--- config.mk ---
export PLATFORM = sky130hd
export DESIGN_NAME = mmda_operand_loader
export DESIGN_NICKNAME = d
export VERILOG_FILES = /design/src/rtl/mmda_pkg.sv /design/src/rtl/mmda_wait_counter.sv /design/src/rtl/mmda_operand_loader.sv
export SDC_FILE = /design/constraint.sdc
export NUM_CORES = 1
export LEC_CHECK = 0
export CAP_MARGIN = 40
export CORE_ASPECT_RATIO = 0.5
export CORE_MARGIN = 2
export CORE_UTILIZATION = 30
export DETAILED_ROUTE_END_ITERATION = 8
export GPL_ROUTABILITY_DRIVEN = 0
export PLACE_DENSITY = 0.52
export SYNTH_ARGS = -nofsm -noshare
export SYNTH_HDL_FRONTEND = slang
export SYNTH_HIERARCHICAL = 1
export SYNTH_SLANG_ARGS = --single-unit
--- constraint.sdc ---
create_clock -name clk -period 8.49 [get_ports clk]
set_input_delay 1.2735 -clock clk [delete_from_list [all_inputs] [get_ports clk]]
set_output_delay 1.2735 -clock clk [all_outputs]
set_load 0.02 [all_outputs]
--- src/rtl/mmda_pkg.sv ---
// -----------------------------------------------------------------------------
// mmda_pkg
// Shared constants and the operand loader state type for the mmda blocks.
//   DATA_W        : width of one operand element (bits)
//   NUM_MAT       : matrix elements a..j (3x3)
//   NUM_VEC       : vector elements c0..c2
//   NUM_OPERANDS  : total bytes in one operand set
//   IDX_W         : width of the stream index
//   CNT_W         : width of the compute wait counter
// -----------------------------------------------------------------------------
package mmda_pkg;

  localparam int DATA_W       = 8;
  localparam int NUM_MAT      = 9;
  localparam int NUM_VEC      = 3;
  localparam int NUM_OPERANDS = 12;
  localparam int IDX_W        = 4;
  localparam int CNT_W        = 8;

  typedef enum logic [1:0] {
    LOAD  = 2'd0,
    START = 2'd1,
    WAIT  = 2'd2
  } loader_state_t;

endpackage : mmda_pkg

--- src/rtl/mmda_wait_counter.sv ---
// -----------------------------------------------------------------------------
// mmda_wait_counter
// Counts cycles while the mmda core is computing and flags the last one.
// Ports:
//   clk      : rising-edge clock
//   reset    : asynchronous active-high reset (count -> 0)
//   i_clear  : synchronous clear (priority over enable)
//   i_enable : advance the count by one
//   o_tc     : count equals TERMINAL
// The counter is CNT_W (8) bits; with TERMINAL <= 254 it reaches at most 255.
// -----------------------------------------------------------------------------
module mmda_wait_counter
  import mmda_pkg::*;
#(
  parameter int unsigned TERMINAL = 7
) (
  input  logic clk,
  input  logic reset,
  input  logic i_clear,
  input  logic i_enable,
  output logic o_tc
);

  localparam logic [CNT_W-1:0] L_TC = CNT_W'(TERMINAL);

  logic [CNT_W-1:0] r_count;

  // Cycle counter: clear dominates, otherwise count up when enabled.
  always_ff @(posedge clk or posedge reset) begin
    if (reset) begin
      r_count <= {CNT_W{1'b0}};
    end else if (i_clear) begin
      r_count <= {CNT_W{1'b0}};
    end else if (i_enable) begin
      r_count <= r_count + {{(CNT_W-1){1'b0}}, 1'b1};
    end else begin
      r_count <= r_count;
    end
  end

  assign o_tc = (r_count == L_TC);

endmodule : mmda_wait_counter

--- src/rtl/mmda_operand_loader.sv ---
// -----------------------------------------------------------------------------
// mmda_operand_loader
// Collects a 12-byte operand stream (a,b,c,d,e,f,g,h,j,c0,c1,c2) into frozen
// matrix/vector registers, pulses start_o for the mmda core, then holds the
// operands for COMPUTE_CYCLES cycles and pulses res_valid_o when the core
// result is valid.
// Ports:
//   clk, reset   : clock, asynchronous active-high reset
//   s_data       : operand byte
//   s_valid      : s_data is valid
//   s_ready      : byte accepted this cycle (high only in LOAD)
//   abort        : (MMDA_LOADER_ABORT_EN only) restart the set from index 0
//   mat_o        : byte k = matrix element k (a..j)
//   vec_o        : byte k = vector element ck
//   start_o      : one-cycle pulse, operand set complete
//   busy_o       : core computing, operands frozen
//   res_valid_o  : one-cycle pulse, core outputs valid
// Build option: define MMDA_LOADER_ABORT_EN to add the abort input.
// -----------------------------------------------------------------------------
module mmda_operand_loader
  import mmda_pkg::*;
#(
  parameter int unsigned COMPUTE_CYCLES = 8
) (
  input  logic                        clk,
  input  logic                        reset,
  input  logic [DATA_W-1:0]           s_data,
  input  logic                        s_valid,
  output logic                        s_ready,
`ifdef MMDA_LOADER_ABORT_EN
  input  logic                        abort,
`endif
  output logic [NUM_MAT*DATA_W-1:0]   mat_o,
  output logic [NUM_VEC*DATA_W-1:0]   vec_o,
  output logic                        start_o,
  output logic                        busy_o,
  output logic                        res_valid_o
);

  localparam logic [IDX_W-1:0] L_LAST_IDX = IDX_W'(NUM_OPERANDS - 1);

  loader_state_t             r_state;
  loader_state_t             w_state_next;
  logic [IDX_W-1:0]          r_idx;
  logic [NUM_MAT*DATA_W-1:0] r_mat;
  logic [NUM_VEC*DATA_W-1:0] r_vec;
  logic                      w_in_load;
  logic                      w_abort;
  logic                      w_accept;
  logic                      w_last;
  logic                      w_cnt_clear;
  logic                      w_cnt_en;
  logic                      w_tc;

  assign w_in_load = (r_state == LOAD);

`ifdef MMDA_LOADER_ABORT_EN
  // Abort only matters while loading; START/WAIT ignore it.
  assign w_abort = abort & w_in_load;
`else
  assign w_abort = 1'b0;
`endif

  // An aborted cycle discards the presented byte.
  assign w_accept = s_valid & w_in_load & ~w_abort;
  assign w_last   = (r_idx == L_LAST_IDX);

  // The terminal compare fires on the last WAIT cycle: the counter is cleared
  // entering WAIT, so after COMPUTE_CYCLES-1 increments we are at S+COMPUTE_CYCLES.
  mmda_wait_counter #(
    .TERMINAL (COMPUTE_CYCLES - 1)
  ) u_wait_counter (
    .clk      (clk),
    .reset    (reset),
    .i_clear  (w_cnt_clear),
    .i_enable (w_cnt_en),
    .o_tc     (w_tc)
  );

  // FSM state register.
  always_ff @(posedge clk or posedge reset) begin
    if (reset) begin
      r_state <= LOAD;
    end else begin
      r_state <= w_state_next;
    end
  end

  // FSM next-state, counter control and state-decoded outputs.
  always_comb begin
    w_state_next = r_state;
    w_cnt_clear  = 1'b0;
    w_cnt_en     = 1'b0;
    s_ready      = 1'b0;
    start_o      = 1'b0;
    busy_o       = 1'b0;
    res_valid_o  = 1'b0;
    case (r_state)
      LOAD: begin
        s_ready = 1'b1;
        if (w_accept && w_last) begin
          w_state_next = START;
        end else begin
          w_state_next = LOAD;
        end
      end
      START: begin
        start_o      = 1'b1;
        busy_o       = 1'b1;
        w_cnt_clear  = 1'b1;
        w_state_next = WAIT;
      end
      WAIT: begin
        busy_o   = 1'b1;
        w_cnt_en = 1'b1;
        if (w_tc) begin
          res_valid_o  = 1'b1;
          w_state_next = LOAD;
        end else begin
          w_state_next = WAIT;
        end
      end
      default: begin
        w_state_next = LOAD;
      end
    endcase
  end

  // Stream index: restarts on abort or after the last byte of a set.
  always_ff @(posedge clk or posedge reset) begin
    if (reset) begin
      r_idx <= {IDX_W{1'b0}};
    end else if (w_abort) begin
      r_idx <= {IDX_W{1'b0}};
    end else if (w_accept) begin
      if (w_last) begin
        r_idx <= {IDX_W{1'b0}};
      end else begin
        r_idx <= r_idx + {{(IDX_W-1){1'b0}}, 1'b1};
      end
    end else begin
      r_idx <= r_idx;
    end
  end

  // Operand slots: an accepted byte lands in the slot selected by the index.
  always_ff @(posedge clk or posedge reset) begin
    if (reset) begin
      r_mat <= {(NUM_MAT*DATA_W){1'b0}};
      r_vec <= {(NUM_VEC*DATA_W){1'b0}};
    end else begin
      for (int k = 0; k < NUM_MAT; k++) begin
        if (w_accept && (r_idx == IDX_W'(k))) begin
          r_mat[k*DATA_W +: DATA_W] <= s_data;
        end
      end
      for (int k = 0; k < NUM_VEC; k++) begin
        if (w_accept && (r_idx == IDX_W'(NUM_MAT + k))) begin
          r_vec[k*DATA_W +: DATA_W] <= s_data;
        end
      end
    end
  end

  assign mat_o = r_mat;
  assign vec_o = r_vec;

endmodule : mmda_operand_loader

-- Word level (Yosys, flattened, before mapping)
Cells that the tools add are included.
- register bits after elaboration: 110
- output and inout bits: 100
- logic and storage cells: 60
- add/sub/neg operators: 2
- equality and inequality tests: 14
- muxes and demuxes: 12
- bitwise logic cells: 1
- reduce and logical (&&, ||, !) cells: 16
- operators with widths (cell ; count):
    $eq 4x3->1 const B ; 4
    $eq 4x4->1 const B ; 4
    $mux 8 ; 2
    $logic_and 1x1->1 ; 12
    $add 8x1->8 const B ; 1
    $eq 4x2->1 const B ; 2
    $eq 8x3->1 const B ; 1
    $mux 1 ; 7
    $pmux 2 s3 ; 1
    $add 4x1->4 const B ; 1
    $eq 4x1->1 const B ; 1
    $logic_not 4->1 ; 1
    $mux 4 ; 1
    $eq 2x1->1 const B ; 1
    $eq 2x2->1 const B ; 1
    $logic_not 2->1 ; 1
    $mux 2 ; 1
    $reduce_bool 2->1 ; 1
    $reduce_or 2->1 ; 1
    $and 1x1->1 ; 1

-- Logic depth before layout (Yosys ltp)
- depth in word-level cells: 5
- mapped depth: 6
- gate-level depth less buffers: 5

-- By module
Netlist, hierarchy kept.
- by module, submodules not included (module ; times used ; cells an instance ; area an instance (sq um)):
    mmda_operand_loader ; 1 ; 260 ; 4078.9
    mmda_wait_counter ; 1 ; 40 ; 405.4

-- Least setup slack after synthesis
OpenSTA, ideal clock, no wires.
- path kind: register to output
- from: register u_wait_counter.r_count[3]
- to: output res_valid_o
- data arrival time: 1226 ps
- path slack: 5991 ps
- stages on the path, launching flop included: 4
- buffers on the path: 0
- cell sequence: dfrtp_1 -> or3_1 -> nor4_1 -> and2_1
- cells in the longest elaborated chain, start to end: 3
- RTL lines (element ; RTL line ; RTL):
    start: declaration ; mmda_wait_counter.sv:26 ; logic [CNT_W-1:0] r_count;
    start signal: assignment ; mmda_wait_counter.sv:31 ; r_count <= {CNT_W{1'b0}};
    start signal: assignment ; mmda_wait_counter.sv:33 ; r_count <= {CNT_W{1'b0}};
    start signal: assignment ; mmda_wait_counter.sv:35 ; r_count <= r_count + {{(CNT_W-1){1'b0}}, 1'b1};
    $eq 8x3->1 ; mmda_wait_counter.sv:41 ; assign o_tc = (r_count == L_TC);
    named net w_tc ; mmda_operand_loader.sv:53 ; logic w_tc;
    $mux 1 ; mmda_operand_loader.sv:116 ; if (w_tc) begin
    $mux 1 ; mmda_operand_loader.sv:98 ; case (r_state)
    end: declaration ; mmda_operand_loader.sv:37 ; output logic res_valid_o
The timed path passes the listed nets, and every way through them passes these cells.

-- Final worst setup path
- from: register u_wait_counter.r_count[0]
- to: output res_valid_o
The elaborated chain is that of the path after synthesis.

==> out/metrics.yaml <==
status:
  result_of_the_run: "finished, final reports clean"
cts:
  numClockSinks: 110
  cts_buffers: 9
  clock_tree_from_tritoncts: "built"
  insertion_delay_ns: 0.35
  cts-hold-fix-buffers: 0
  max-clock-path-buffers: 2
  cts-htree-levels: 3
  clockRootBuffer: "clkbuf_16"
  cts-resized-gates: 0
  postCtsSetupBuffers: 0
  clkTransAtPathRegs_ns: 0.07
yosys:
  post_synth_mux_area_share_pct: 24.80
  synthFlopType: "dfrtp_1"
  yosys_register_bits: 110
  commonest_cells_post_synth: "110 x dfrtp_1, 95 x mux2_2, 9 x ha_1"
  post_synth_inst_count: 300
  synth_simple_gate_area_share_pct: 6.390
  synthMostInstantiatedCell: "dfrtp_1"
  synth.avg_cell_area_um2: 14.95
  yosysWarningCount: 6
  synth.yosys.seq_area_share_pct: 61.38
  synth-edff-count: 0
  xor_xnor_share_of_the_synthesized_area_pct: 0.7813
  synth_cell_types: 34
  synth_compound_area_share_pct: 1.897
  postSynthNetCount: 320
  synth_fa_ha_area_share_pct: 2.511
  synth_top_family_by_area: "multiplexers"
  yosys.area.top_type: "dfrtp_1"
  mappedNetlistArea_mm2: 0.004484
  synthDominantCellAreaShare_pct: 61.38
  async_flop_share_pct: 100.0
  yosys-top-cells-area: "dfrtp_1 61%, mux2_2 24%, ha_1 2.5%"
cells_and_area:
  finish.net_count: 428
  final_layout_size_suffix_gt1_share_pct: 30.34
  insertedDiodeCount: 0
  areaGrowthSynthToFinish_pct: 34.88
sta:
  fmaxAchievable_ghz: 0.2906
  timing.final.ws_setup_ns: 5.049
  setup_viol: 0
  report.final.hold_viol_count: 0
  number_of_pins_exceeding_their_max_slew_limit_in_the_final_report: 0
  rsz0062_at_grt: "no"
  period_minus_slack_ns: 3.441
  setup_total_negative_slack_ns: 0
  post-route-period-util_pct: 40.53
  slew-limit-headroom_pct: 50.14
  worst-slew-pin-transition_ns: 0.7456
  timing.clock.skew_ns: 0.008570
placed_design:
  place.detailed.hpwl_um: 7730
  port-buffer-count: 110
  pre_cts_ws_ns: 5.437
worst_setup_path:
  timing.critical_path.from: "u_wait_counter/r_count[0]$_DFFE_PP0P_"
  crit_path_start_kind: "flop"
  timing.critical_path.to_type: "output pin"
  ff2ff_path_depth: 5
  arrival_time_worst_endpoint_ns: 2.17
  worst-r2r-setup-slack_ns: 6.44
  cp_max_fo: 4
  timing.critical_path.required_ns: 7.22
  slowest_delay_ns: 0.60
  worst_r2r_startpoint: "r_state[0]$_DFF_PP0_"
  path_cells: "ha_1 > nand2_1 > nor4_1 > and2_1 > clkdlybuf4s50_1"
  timing.critical_path.slowest_stage_cell: "clkdlybuf4s50_1"
  critical_path_class: "flop to output pin"
  timing.rr.end: "mat_o[53]$_DFFE_PP0P_"
floorplanning:
  die_h_um: 90.45
  dieArea_mm2: 0.01600
  floorplan.initialDensity_pct: 30.83
  coreArea_mm2: 0.01455
  row_count: 31
  chipWidth_um: 176.9
  boundaryPins: 111
drt:
  routed_wl_per_cell_um: 18.37
  routed_via_density: 4.597
  first_pass_iters: 4
  route.detailed.drc: 0
  via_count: 2804
  wl_um: 11210
  antenna_left: 0
  first_iter_violations: 130
hold_path:
  min_path_type: "flop to flop"
  holdPathStages: 1
  timing.hold.worst_endpoint: "mat_o[1]$_DFFE_PP0P_"
  hold_path_startpoint: "mat_o[1]$_DFFE_PP0P_"
global_routing:
  globalRouteOverflowTotal: 0
  vias_in_the_first_global_route: 3078
  gr-usage-all-layers_pct: 14.44
  grt_antenna_before_repair: 1
  grt_start_max_net_pins: 59
  grt_pass1_wl_um: 17380
power:
  power_density_mw_per_mm2: 405.5
  max_rail_drop_vdd_mv: 0.1312
  total_leakage_power_nw: 2.575
flow_run:
  cap_viol_max_count: 0
## final cells by class
cell class              instances  area (µm²)
repair buffers                111        1109
multi-input cells             169        1632
clock buffers                   9       225.2
fillers                      1326        8497
clock inverters                 6       53.80
flip-flops and latches        110        2753
well taps                     198       247.7
inverters                       7       28.78
## metal layers
| layer | up-vias | global-route usage (%) | share of wire, % |
|---|---|---|---|
| li1 | 1259 | - | - |
| met3 | 10 | 3.535 | 3.6 |
| met2 | 65 | 25.07 | 51 |
| met5 | - | 0 | 0 |
| met1 | 1470 | 18.18 | 45 |
| met4 | 0 | 3.306 | 0.76 |
## logic make-up after synthesis
family / count (synthesis)
mux: 99
flops: 110
fa+ha+maj: 9
xor+xnor: 4
buf+inv: 21
simple gates: 44
compound gates: 13
## worst max-delay path by stage
stage / endpoint / slack [ns] / cells past startpoint
after floorplan: mat_o[0]$_DFFE_PP0P_ / 4.54 / 1
after global placement: res_valid_o / 5.44 / 4
after detailed placement: res_valid_o / 5.44 / 5
after CTS: res_valid_o / 5.05 / 5
after global routing: res_valid_o / 4.93 / 5
final: res_valid_o / 5.05 / 5
## power by group
part / total, mW / internal (mW) / switching (mW) / leakage, nW
clock: 0.402 / 0.203 / 0.199 / 0.134
sequential: 0.919 / 0.760 / 0.159 / 1.37
combinational: 1.13 / 0.594 / 0.537 / 1.07
## worst max-delay path: cells and delay by family, from the launching register on
family,cells,cell delay (ns)
simple gates,3,0.59
flops,1,0.41
fa+ha+maj,1,0.22
buf+inv,1,0.60
## layout by cell type, fill, tap and decap left out, types with 4 or more instances in the layout
cell	n
or3_1	4
ha_1	9
nand3_1	4
mux2_2	95
nand2b_1	5
nand2_1	5
clkdlybuf4s50_1	110
inv_1	6
nor2_1	7
clkbuf_16	9
nor2_2	4
o21ai_0	5
dfrtp_1	110
## sequential cells by signal, indices dropped and copies added (netlist names)
register / flops
vec_o: 24
u_wait_counter/r_count: 8
r_idx: 4
mat_o: 72
r_state: 2
## stage by stage
stage	cells	instance area (µm²)	utilization (%)	hold slack, ns	power, mW
final	610	6048	41.58	0.5053	2.452
after global routing	610	6048	41.58	0.5257	2.584
after detailed placement	595	5769	39.66	0.4962	2.075
after floorplan	300	4484	-	0.4821	1.523
after global placement	595	5769	39.66	0.4751	2.046
after CTS	610	6048	41.58	0.5091	2.490
Power figures use the tool's default switching activity.
